## src/rtl/seq_8bit_divider_pkg.sv

```systemverilog
// Shared ALU package: divider FSM states and width constants.
package seq_8bit_divider_pkg;

   typedef enum logic [1:0] {
      ST_IDLE = 2'd0,
      ST_RUN  = 2'd1,
      ST_DONE = 2'd2
   } div_state_e;

   localparam int DIV_WIDTH_DEFAULT = 8;
   localparam int DIV_CNT_WIDTH_DEFAULT = $clog2(DIV_WIDTH_DEFAULT + 1);

   // Counter must hold WIDTH itself, hence WIDTH+1 codes.
   function automatic int div_cnt_width(input int width);
      return $clog2(width + 1);
   endfunction

endpackage

```

## src/rtl/seq_8bit_divider_subtractor.sv

```systemverilog
// Combinational ripple subtractor (a - b = a + ~b + 1) built from a full_adder chain.
module full_adder (
   input  logic a,
   input  logic b,
   input  logic cin,
   output logic sum,
   output logic cout
);
   assign sum  = a ^ b ^ cin;
   assign cout = (a & b) | (cin & (a ^ b));
endmodule

module ripple_subtractor #(
   parameter int W = 9
) (
   input  logic [W-1:0] a,
   input  logic [W-1:0] b,
   output logic [W-1:0] diff,
   output logic         borrow
);
   logic [W:0]   carry;
   logic [W-1:0] b_inv;

   assign carry[0] = 1'b1;
   assign b_inv    = ~b;

   for (genvar i = 0; i < W; i++) begin : g_bit
      full_adder u_fa (
         .a    (a[i]),
         .b    (b_inv[i]),
         .cin  (carry[i]),
         .sum  (diff[i]),
         .cout (carry[i+1])
      );
   end

   // No carry out of the top bit means a < b.
   assign borrow = ~carry[W];
endmodule

```

## src/rtl/seq_8bit_divider.sv

```systemverilog
// Iterative unsigned restoring divider, one trial subtraction per clock.
// Optional feature: SEQ_DIV_ZERO_DETECT_EN short-circuits a zero divisor straight to DONE.
module seq_8bit_divider
   import seq_8bit_divider_pkg::*;
#(
   parameter int WIDTH = DIV_WIDTH_DEFAULT
) (
   input  logic             clk,
   input  logic             rst_n,
   input  logic             start,
   input  logic [WIDTH-1:0] dividend,
   input  logic [WIDTH-1:0] divisor,
   output logic             busy,
   output logic             done,
   output logic [WIDTH-1:0] quotient,
   output logic [WIDTH-1:0] remainder,
   output logic             div_by_zero
);
   localparam int CW = div_cnt_width(WIDTH);
   localparam logic [CW-1:0] LAST_ITER = CW'(WIDTH - 1);
   localparam logic [CW-1:0] CNT_ONE   = CW'(1);

   div_state_e       state;
   div_state_e       state_next;
   logic [WIDTH:0]   rem;
   logic [WIDTH-1:0] q_sr;
   logic [WIDTH-1:0] divisor_lat;
   logic [CW-1:0]    cnt;

   logic             accept;
   logic             iterate;
   logic             finish;
   logic             zero_div;
   logic             zero_skip;

   logic [WIDTH:0]   rem_shift;
   logic [WIDTH:0]   trial;
   logic             trial_borrow;
   logic [WIDTH:0]   rem_new;
   logic [WIDTH-1:0] q_new;

`ifdef SEQ_DIV_ZERO_DETECT_EN
   assign zero_div = (divisor == {WIDTH{1'b0}});
`else
   assign zero_div = 1'b0;
`endif

   // Shift {R,Q} left one place, then try subtracting the divisor.
   assign rem_shift = {rem[WIDTH-1:0], q_sr[WIDTH-1]};

   ripple_subtractor #(.W(WIDTH + 1)) u_sub (
      .a      (rem_shift),
      .b      ({1'b0, divisor_lat}),
      .diff   (trial),
      .borrow (trial_borrow)
   );

   assign rem_new = trial_borrow ? rem_shift : trial;
   assign q_new   = {q_sr[WIDTH-2:0], ~trial_borrow};

   // State register.
   always_ff @(posedge clk or negedge rst_n) begin
      if (!rst_n) begin
         state <= ST_IDLE;
      end else begin
         state <= state_next;
      end
   end

   // Next-state decode and per-cycle control strobes.
   always_comb begin
      state_next = state;
      accept     = 1'b0;
      iterate    = 1'b0;
      finish     = 1'b0;
      zero_skip  = 1'b0;
      case (state)
         ST_IDLE, ST_DONE: begin
            if (start) begin
               accept = 1'b1;
               if (zero_div) begin
                  zero_skip  = 1'b1;
                  state_next = ST_DONE;
               end else begin
                  state_next = ST_RUN;
               end
            end else begin
               state_next = ST_IDLE;
            end
         end
         ST_RUN: begin
            iterate = 1'b1;
            if (cnt == LAST_ITER) begin
               finish     = 1'b1;
               state_next = ST_DONE;
            end else begin
               state_next = ST_RUN;
            end
         end
         default: begin
            state_next = ST_IDLE;
         end
      endcase
   end

   // Datapath, iteration counter and registered result/status outputs.
   always_ff @(posedge clk or negedge rst_n) begin
      if (!rst_n) begin
         rem         <= {(WIDTH+1){1'b0}};
         q_sr        <= {WIDTH{1'b0}};
         divisor_lat <= {WIDTH{1'b0}};
         cnt         <= {CW{1'b0}};
         busy        <= 1'b0;
         done        <= 1'b0;
         quotient    <= {WIDTH{1'b0}};
         remainder   <= {WIDTH{1'b0}};
      end else if (accept) begin
         rem         <= {(WIDTH+1){1'b0}};
         q_sr        <= dividend;
         divisor_lat <= divisor;
         cnt         <= {CW{1'b0}};
         if (zero_skip) begin
            busy      <= 1'b0;
            done      <= 1'b1;
            quotient  <= {WIDTH{1'b1}};
            remainder <= dividend;
         end else begin
            busy      <= 1'b1;
            done      <= 1'b0;
         end
      end else if (iterate) begin
         rem  <= rem_new;
         q_sr <= q_new;
         cnt  <= cnt + CNT_ONE;
         if (finish) begin
            busy      <= 1'b0;
            done      <= 1'b1;
            quotient  <= q_new;
            remainder <= rem_new[WIDTH-1:0];
         end
      end else begin
         done <= 1'b0;
      end
   end

`ifdef SEQ_DIV_ZERO_DETECT_EN
   // Zero-divisor flag, refreshed whenever a new result is published.
   always_ff @(posedge clk or negedge rst_n) begin
      if (!rst_n) begin
         div_by_zero <= 1'b0;
      end else if (zero_skip) begin
         div_by_zero <= 1'b1;
      end else if (finish) begin
         div_by_zero <= 1'b0;
      end else begin
         div_by_zero <= div_by_zero;
      end
   end
`else
   assign div_by_zero = 1'b0;
`endif

endmodule

```

## config.mk

```make
export PLATFORM = sky130hd
export DESIGN_NAME = seq_8bit_divider
export DESIGN_NICKNAME = d
export VERILOG_FILES = /design/src/rtl/seq_8bit_divider_pkg.sv /design/src/rtl/seq_8bit_divider_subtractor.sv /design/src/rtl/seq_8bit_divider.sv
export SDC_FILE = /design/constraint.sdc
export NUM_CORES = 1
export LEC_CHECK = 0
export ABC_AREA = 1
export CAP_MARGIN = 20
export CORE_MARGIN = 8
export CORE_UTILIZATION = 43
export CTS_CLUSTER_DIAMETER = 50
export DETAILED_ROUTE_END_ITERATION = 12
export GPL_TIMING_DRIVEN = 0
export PLACE_DENSITY = 0.78
export SLEW_MARGIN = 15
export SYNTH_ARGS = -nofsm -noshare
export SYNTH_HDL_FRONTEND = slang
export SYNTH_HIERARCHICAL = 1
export SYNTH_SLANG_ARGS = --single-unit
```

## constraint.sdc

```tcl
create_clock -name clk -period 5 [get_ports clk]
set_clock_uncertainty 0.05 [all_clocks]
set_input_delay 1.5 -clock clk [delete_from_list [all_inputs] [get_ports clk]]
set_output_delay 1.5 -clock clk [all_outputs]
set_load 0.005 [all_outputs]
```

After elaboration in Yosys (flattened, before gate mapping)
Index checks and enable logic that the tools add are counted.
Widths: inputs -> output; s select.

word-level totals
  register bits = 48
  input bits = 19
  output and inout port bits = 19
  word-level logic and storage cells = 92

cells by class
  add/sub/neg operators = 1
  equal/unequal tests = 4
  muxes and demuxes = 27
  bitwise gates (word level) = 45
  reductions and logical operators = 6

operators with widths
  cell                 count
  $mux 8               11
  $and 1x1->1          17
  $xor 1x1->1          16
  $mux 1               12
  $not 8->9            1
  $or 1x1->1           9
  $mux 4               2
  $add 4x1->4 const B  1
  $eq 4x3->1 const B   1
  $pmux 2 s2           1
  $reduce_bool 2->1    2
  $ne 3x2->1 const B   1
  $reduce_and 3->1     1
  $eq 2x1->1 const B   1
  $eq 2x2->1 const B   1
  $logic_not 2->1      1
  $mux 2               1
  $not 1->1            2
  $reduce_and 2->1     1
  $reduce_or 2->1      1

Logic depth before layout (Yosys ltp)
  depth in word-level cells = 23
  depth in mapped cells = 17
  mapped depth without buffers = 16

By module
The synthesis kept the hierarchy.

by module, submodules not included
  module             times used  cells an instance  area each (µm²)  sequential area each (µm²)
  seq_8bit_divider   1           255                2,133.3          1,201.2
  full_adder         9           1                  20.0             0.0
  ripple_subtractor  1           11                 41.3             0.0

Least setup slack after synthesis
No wires, ideal clock.

  kind = register to register
  start = register q_sr[7]
  end = register rem[6]
  library setup time = 0.065 ns
  arrival = 4.478 ns
  required time = 4.885 ns
  path slack = 0.407 ns
  stages on the path, launching flop included = 16
  path buffers = 1
  period minus slack after synthesis = 4.593 ns
  cells stage by stage = dfrtp_1 fa_1 fa_1 fa_1 fa_1 fa_1 fa_1 fa_1 fa_1 fa_1 inv_1 inv_2 buf_2 o21ai_0 nand2_1 nand2_1

between the ends
  cells in the longest elaborated chain, start to end = 21
  elaborated cells between the ends (all ways) = 23
  classes of those cells = 3 x mux; 20 x bitwise

ends and longest elaborated chain
  item                                               RTL line                           RTL
  from (decl)                                        seq_8bit_divider.sv:26             logic [WIDTH-1:0] q_sr;
  from (signal assigned)                             seq_8bit_divider.sv:110            q_sr <= {WIDTH{1'b0}};
  from (signal assigned)                             seq_8bit_divider.sv:119            q_sr <= dividend;
  from (signal assigned)                             seq_8bit_divider.sv:133            q_sr <= q_new;
  $and 1x1->1 / $xor 1x1->1 (equally long branches)  seq_8bit_divider_subtractor.sv:10  assign cout = (a & b) | (cin & (a ^ b));
  $or 1x1->1 (*)                                     seq_8bit_divider_subtractor.sv:10
  net u_sub.carry[1]                                 seq_8bit_divider_subtractor.sv:21  logic [W:0] carry;
  $and 1x1->1 (*)                                    seq_8bit_divider_subtractor.sv:10
  $or 1x1->1 (*)                                     seq_8bit_divider_subtractor.sv:10
  net u_sub.carry[2]                                 seq_8bit_divider_subtractor.sv:21
  $and 1x1->1 (*)                                    seq_8bit_divider_subtractor.sv:10
  $or 1x1->1 (*)                                     seq_8bit_divider_subtractor.sv:10
  net u_sub.carry[3]                                 seq_8bit_divider_subtractor.sv:21
  (+2 left out)                                      --
  net u_sub.carry[4]                                 seq_8bit_divider_subtractor.sv:21
  (+2 left out)                                      --
  net u_sub.carry[5]                                 seq_8bit_divider_subtractor.sv:21
  (+2 left out)                                      --
  net u_sub.carry[6]                                 seq_8bit_divider_subtractor.sv:21
  (+2 left out)                                      --
  net u_sub.carry[7]                                 seq_8bit_divider_subtractor.sv:21
  (+1 left out)                                      --
  $or 1x1->1 (*)                                     seq_8bit_divider_subtractor.sv:10
  net u_sub.carry[8]                                 seq_8bit_divider_subtractor.sv:21
  $and 1x1->1 (*)                                    seq_8bit_divider_subtractor.sv:10
  $or 1x1->1 (*)                                     seq_8bit_divider_subtractor.sv:10
  net u_sub.carry[9]                                 seq_8bit_divider_subtractor.sv:21
  $mux 8 (*)                                         seq_8bit_divider.sv:58             assign rem_new = trial_borrow ? rem_shift : trial;
  $mux 8 (*)                                         seq_8bit_divider.sv:131            end else if (iterate) begin
  $mux 8 (*)                                         seq_8bit_divider.sv:117            end else if (accept) begin
  to (signal assigned)                               seq_8bit_divider.sv:109            rem <= {(WIDTH+1){1'b0}};
  to (signal assigned)                               seq_8bit_divider.sv:118            rem <= {(WIDTH+1){1'b0}};
  to (signal assigned)                               seq_8bit_divider.sv:132            rem <= rem_new;
  to (decl)                                          seq_8bit_divider.sv:25             logic [WIDTH:0] rem;

The timed path passes the listed nets; every way through them passes the cells marked *. The select of a mux whose other input is x is not followed.
A chain may end at the register's enable or synchronous reset.

Worst setup path after layout
  start = register q_sr[7]
  end = register remainder[4]

between the ends
  cells in the longest elaborated chain, start to end = 22
  elaborated cells between the ends (all ways) = 24
  classes of those cells = 4 x mux; 20 x bitwise

ends and longest elaborated chain
  item                                               RTL line                           RTL
  $and 1x1->1 / $xor 1x1->1 (equally long branches)  seq_8bit_divider_subtractor.sv:10
  $or 1x1->1 (*)                                     seq_8bit_divider_subtractor.sv:10
  net u_sub.carry[1]                                 seq_8bit_divider_subtractor.sv:21
  $and 1x1->1 (*)                                    seq_8bit_divider_subtractor.sv:10
  $or 1x1->1 (*)                                     seq_8bit_divider_subtractor.sv:10
  net u_sub.carry[2]                                 seq_8bit_divider_subtractor.sv:21
  $and 1x1->1 (*)                                    seq_8bit_divider_subtractor.sv:10
  $or 1x1->1 (*)                                     seq_8bit_divider_subtractor.sv:10
  net u_sub.carry[3]                                 seq_8bit_divider_subtractor.sv:21
  (+2 left out)                                      --
  net u_sub.carry[4]                                 seq_8bit_divider_subtractor.sv:21
  (+2 left out)                                      --
  net u_sub.carry[5]                                 seq_8bit_divider_subtractor.sv:21
  (+2 left out)                                      --
  net u_sub.carry[6]                                 seq_8bit_divider_subtractor.sv:21
  (+2 left out)                                      --
  net u_sub.carry[7]                                 seq_8bit_divider_subtractor.sv:21
  (+2 left out)                                      --
  net u_sub.carry[8]                                 seq_8bit_divider_subtractor.sv:21
  $and 1x1->1 (*)                                    seq_8bit_divider_subtractor.sv:10
  $or 1x1->1 (*)                                     seq_8bit_divider_subtractor.sv:10
  net u_sub.carry[9]                                 seq_8bit_divider_subtractor.sv:21
  $mux 8 (*)                                         seq_8bit_divider.sv:58
  $mux 8 (*)                                         seq_8bit_divider.sv:135            if (finish) begin
  $mux 8 (*)                                         seq_8bit_divider.sv:131
  $mux 8 (*)                                         seq_8bit_divider.sv:117
  to (signal assigned)                               seq_8bit_divider.sv:116            remainder <= {WIDTH{1'b0}};
  to (signal assigned)                               seq_8bit_divider.sv:126            remainder <= dividend;
  to (signal assigned)                               seq_8bit_divider.sv:139            remainder <= rem_new[WIDTH-1:0];
  to (decl)                                          seq_8bit_divider.sv:16             output logic [WIDTH-1:0] remainder,

Marked as above.

==> results.json <==
{
  "die_y_microns": 90,
  "critPathLaunch": "q_sr[7]$_DFFE_PN0P_",
  "fin_nets": 349,
  "hold_path_class": "flop to flop",
  "wirelength_microns": 4790,
  "multi_input_area_sq_um": 962,
  "nFillCells": 491,
  "final_cell_mix": "nand2_1, dfrtp_1, clkdlybuf4s50_1",
  "r2r-start": "q_sr[7]$_DFFE_PN0P_",
  "synth.area.top_cells": "dfrtp_1, nand2_1, fa_1",
  "maxCapViolations": 0,
  "crit_path_frequent_cell": "fa_1",
  "yosys.area.top_type": "dfrtp_1",
  "clock-root-buffer": "clkbuf_8",
  "diodes": 0,
  "viasPerCell": 4.51,
  "gp_congestion": 0.805,
  "die_w_microns": 90,
  "hold_start": "quotient[2]$_DFFE_PN0P_",
  "detail-route-antenna-nets": 0,
  "fp.coreArea_sq_um": 5410,
  "area_growth_syn_to_layout_pct": 25.5,
  "vdd_drop_max_mv": 0.281,
  "ioPinCount": 38,
  "power.density_nw_per_um2": 661,
  "synth.cell_area_sq_um": 2350,
  "fin_crit_sh_pct": 97.0,
  "leakage_nw": 1.52,
  "outcome": "complete, no violations",
  "cts-buffers-inserted": 5,
  "ys_seq_area_share_pct": 51.0,
  "crit_arrival_ns": 5.00,
  "yosysUniqueCellTypes": 22,
  "antenna_found_initial": 0,
  "regArea_sq_um": 1200,
  "post_cts_buffers": 0,
  "post_drt_wl_per_cell_microns": 12.2,
  "synth_top_area_share_pct": 51.0,
  "clkLatencyLatePin_ns": 0.30,
  "port_buffers": 36,
  "num_vias": 1771,
  "first_global_vias": 1882,
  "path_cells": "fa_1, fa_1, fa_1, fa_1, fa_1, fa_1, fa_2, fa_2, fa_1, inv_2, inv_2, buf_2, nand2_1, o21ai_0, nand2_1, nand2_1",
  "slowest_delay_ns": 0.44,
  "drcViolationCount": 0,
  "fin_tns_setup_ns": 0,
  "layout_commonest_cell": "nand2_1",
  "setup_ws_ns": 0.150,
  "place_ws_ns": 0.0255,
  "ys_seq_elements": 48,
  "synth_area_per_cell_sq_um": 8.56,
  "grt_use_total_pct": 12.6,
  "grt_max_degree": 29,
  "path_max_fanout": 10,
  "cts_tree": "built",
  "clockBufferDepth": 2,
  "htree_levels": 2,
  "firstDrtPassIters": 4,
  "rows": 27,
  "cpMaxStageDelayCell": "fa_1",
  "grt_remaining_overflow": 0,
  "end_kind": "flop",
  "path_clk_slew_ns": 0.09,
  "fmax_ghz": 0.206,
  "finalMaxSlewViolations": 0,
  "start_util_pct": 43.6,
  "grt_pass1_wl_microns": 8440,
  "critPathKind": "flop to flop",
  "rsz0062_at_grt": "no",
  "dp_hpwl_microns": 3530,
  "ys_warn_count": 6,
  "period_needed_ns": 4.85,
  "finalSetupViolations": 0,
  "crit_path_start_kind": "flop",
  "cp.required_ns": 5.15,
  "clock-sinks": 48,
  "synth_cells": 275,
  "final_layout_size_suffix_gt1_share_pct": 12.5,
  "drt_iter0_drc": 103,
  "dieArea_sq_um": 8100,
  "hold_violations": 0
}
## state kept, by name, summed over array words and instances (netlist names)
register,cells
busy,1
cnt,4
divisor_lat,8
done,1
q_sr,8
quotient,8
rem,8
remainder,8
state,2
## report_power, final
part | leakage (nW) | switching (mW) | internal [mW]
logic | 0.861 | 0.528 | 0.427
clock network | 0.0645 | 0.130 | 0.177
registers | 0.598 | 0.122 | 0.570
## worst max-delay path: cells and delay by family (launching register included)
kind	cells	cell delay, ns
compound gates	1	0.13
buf+inv	3	0.36
fa+ha+maj	9	3.55
flops	1	0.42
simple gates	3	0.24
## synthesized netlist by cell type (all sizes together)
master    n
nor2      7
conb      2
inv      30
nand2   149
ha        1
dfrtp    48
fa        9
nand3     1
a21oi     1
clkinv    1
o21ai    16
nand3b    1
buf       9
## worst paths after layout
| check | end | slack [ns] | cells after the start |
|---|---|---|---|
| worst min register to register | quotient[2]$_DFFE_PN0P_ | 0.43 | 2 |
| worst max-delay path | remainder[4]$_DFFE_PN0P_ | 0.15 | 16 |
| max in group asynchronous | rem[7]$_DFFE_PN0P_ | 3.29 | 2 |
| worst min-delay path | quotient[2]$_DFFE_PN0P_ | 0.43 | 2 |
| worst max register to register | remainder[4]$_DFFE_PN0P_ | 0.15 | 16 |
| min in group asynchronous | cnt[2]$_DFFE_PN0P_ | 1.10 | 1 |
## timing repair
action | in CTS | in global routing
hold buffers | 0 | 0
endpoints found under the setup margin | 2 | 16
gates resized for setup | 1 | 3
## cell type report
| cell class | instances | share of cell area (%) |
|---|---|---|
| inverter | 31 | 4.02 |
| sequential | 48 | 40.6 |
| timing repair buffer | 37 | 12.7 |
| tap | 72 | 3.05 |
| multi-input combinational | 188 | 32.6 |
| clock inverter | 1 | 1.02 |
| clock buffer | 7 | 3.26 |
| buffer | 9 | 2.75 |
## cells by family (layout without fill, tap and decap cells)
logic type / count (synthesis) / in the layout / share of synthesized area [%]
adder cells (fa/ha/maj): 10 / 10 / 8.18
buffers and inverters: 40 / 85 / 8.50
AO/OA/AOI/OAI: 17 / 17 / 4.57
other: 2 / 3 / 0.319
flip-flops: 48 / 48 / 51.0
AND/OR/NAND/NOR: 158 / 158 / 27.4
## stage by stage
stage                     instances  power (mW)  area [sq um]  hold WS (ns)  util, %
final                           393        1.95          2960         0.435     54.7
after global routing            393        2.14          2960         0.457     54.7
after CTS                       393        1.97          2950         0.438     54.6
after detailed placement        385        1.65          2820         0.416     52.2
after global placement          384        1.61          2810         0.406     52.0
after floorplan                 276        1.32          2360         0.399        -
## metal layers
metal  share of wire [%]  GRT usage [%]  routed length, microns
met1                  45           14.2                    2140
met2                  49           21.7                    2330
met3                 5.6           4.49                     268
met4                0.94           3.74                      45
met5                   0              0                       0
Power figures use the tool's default switching activity.
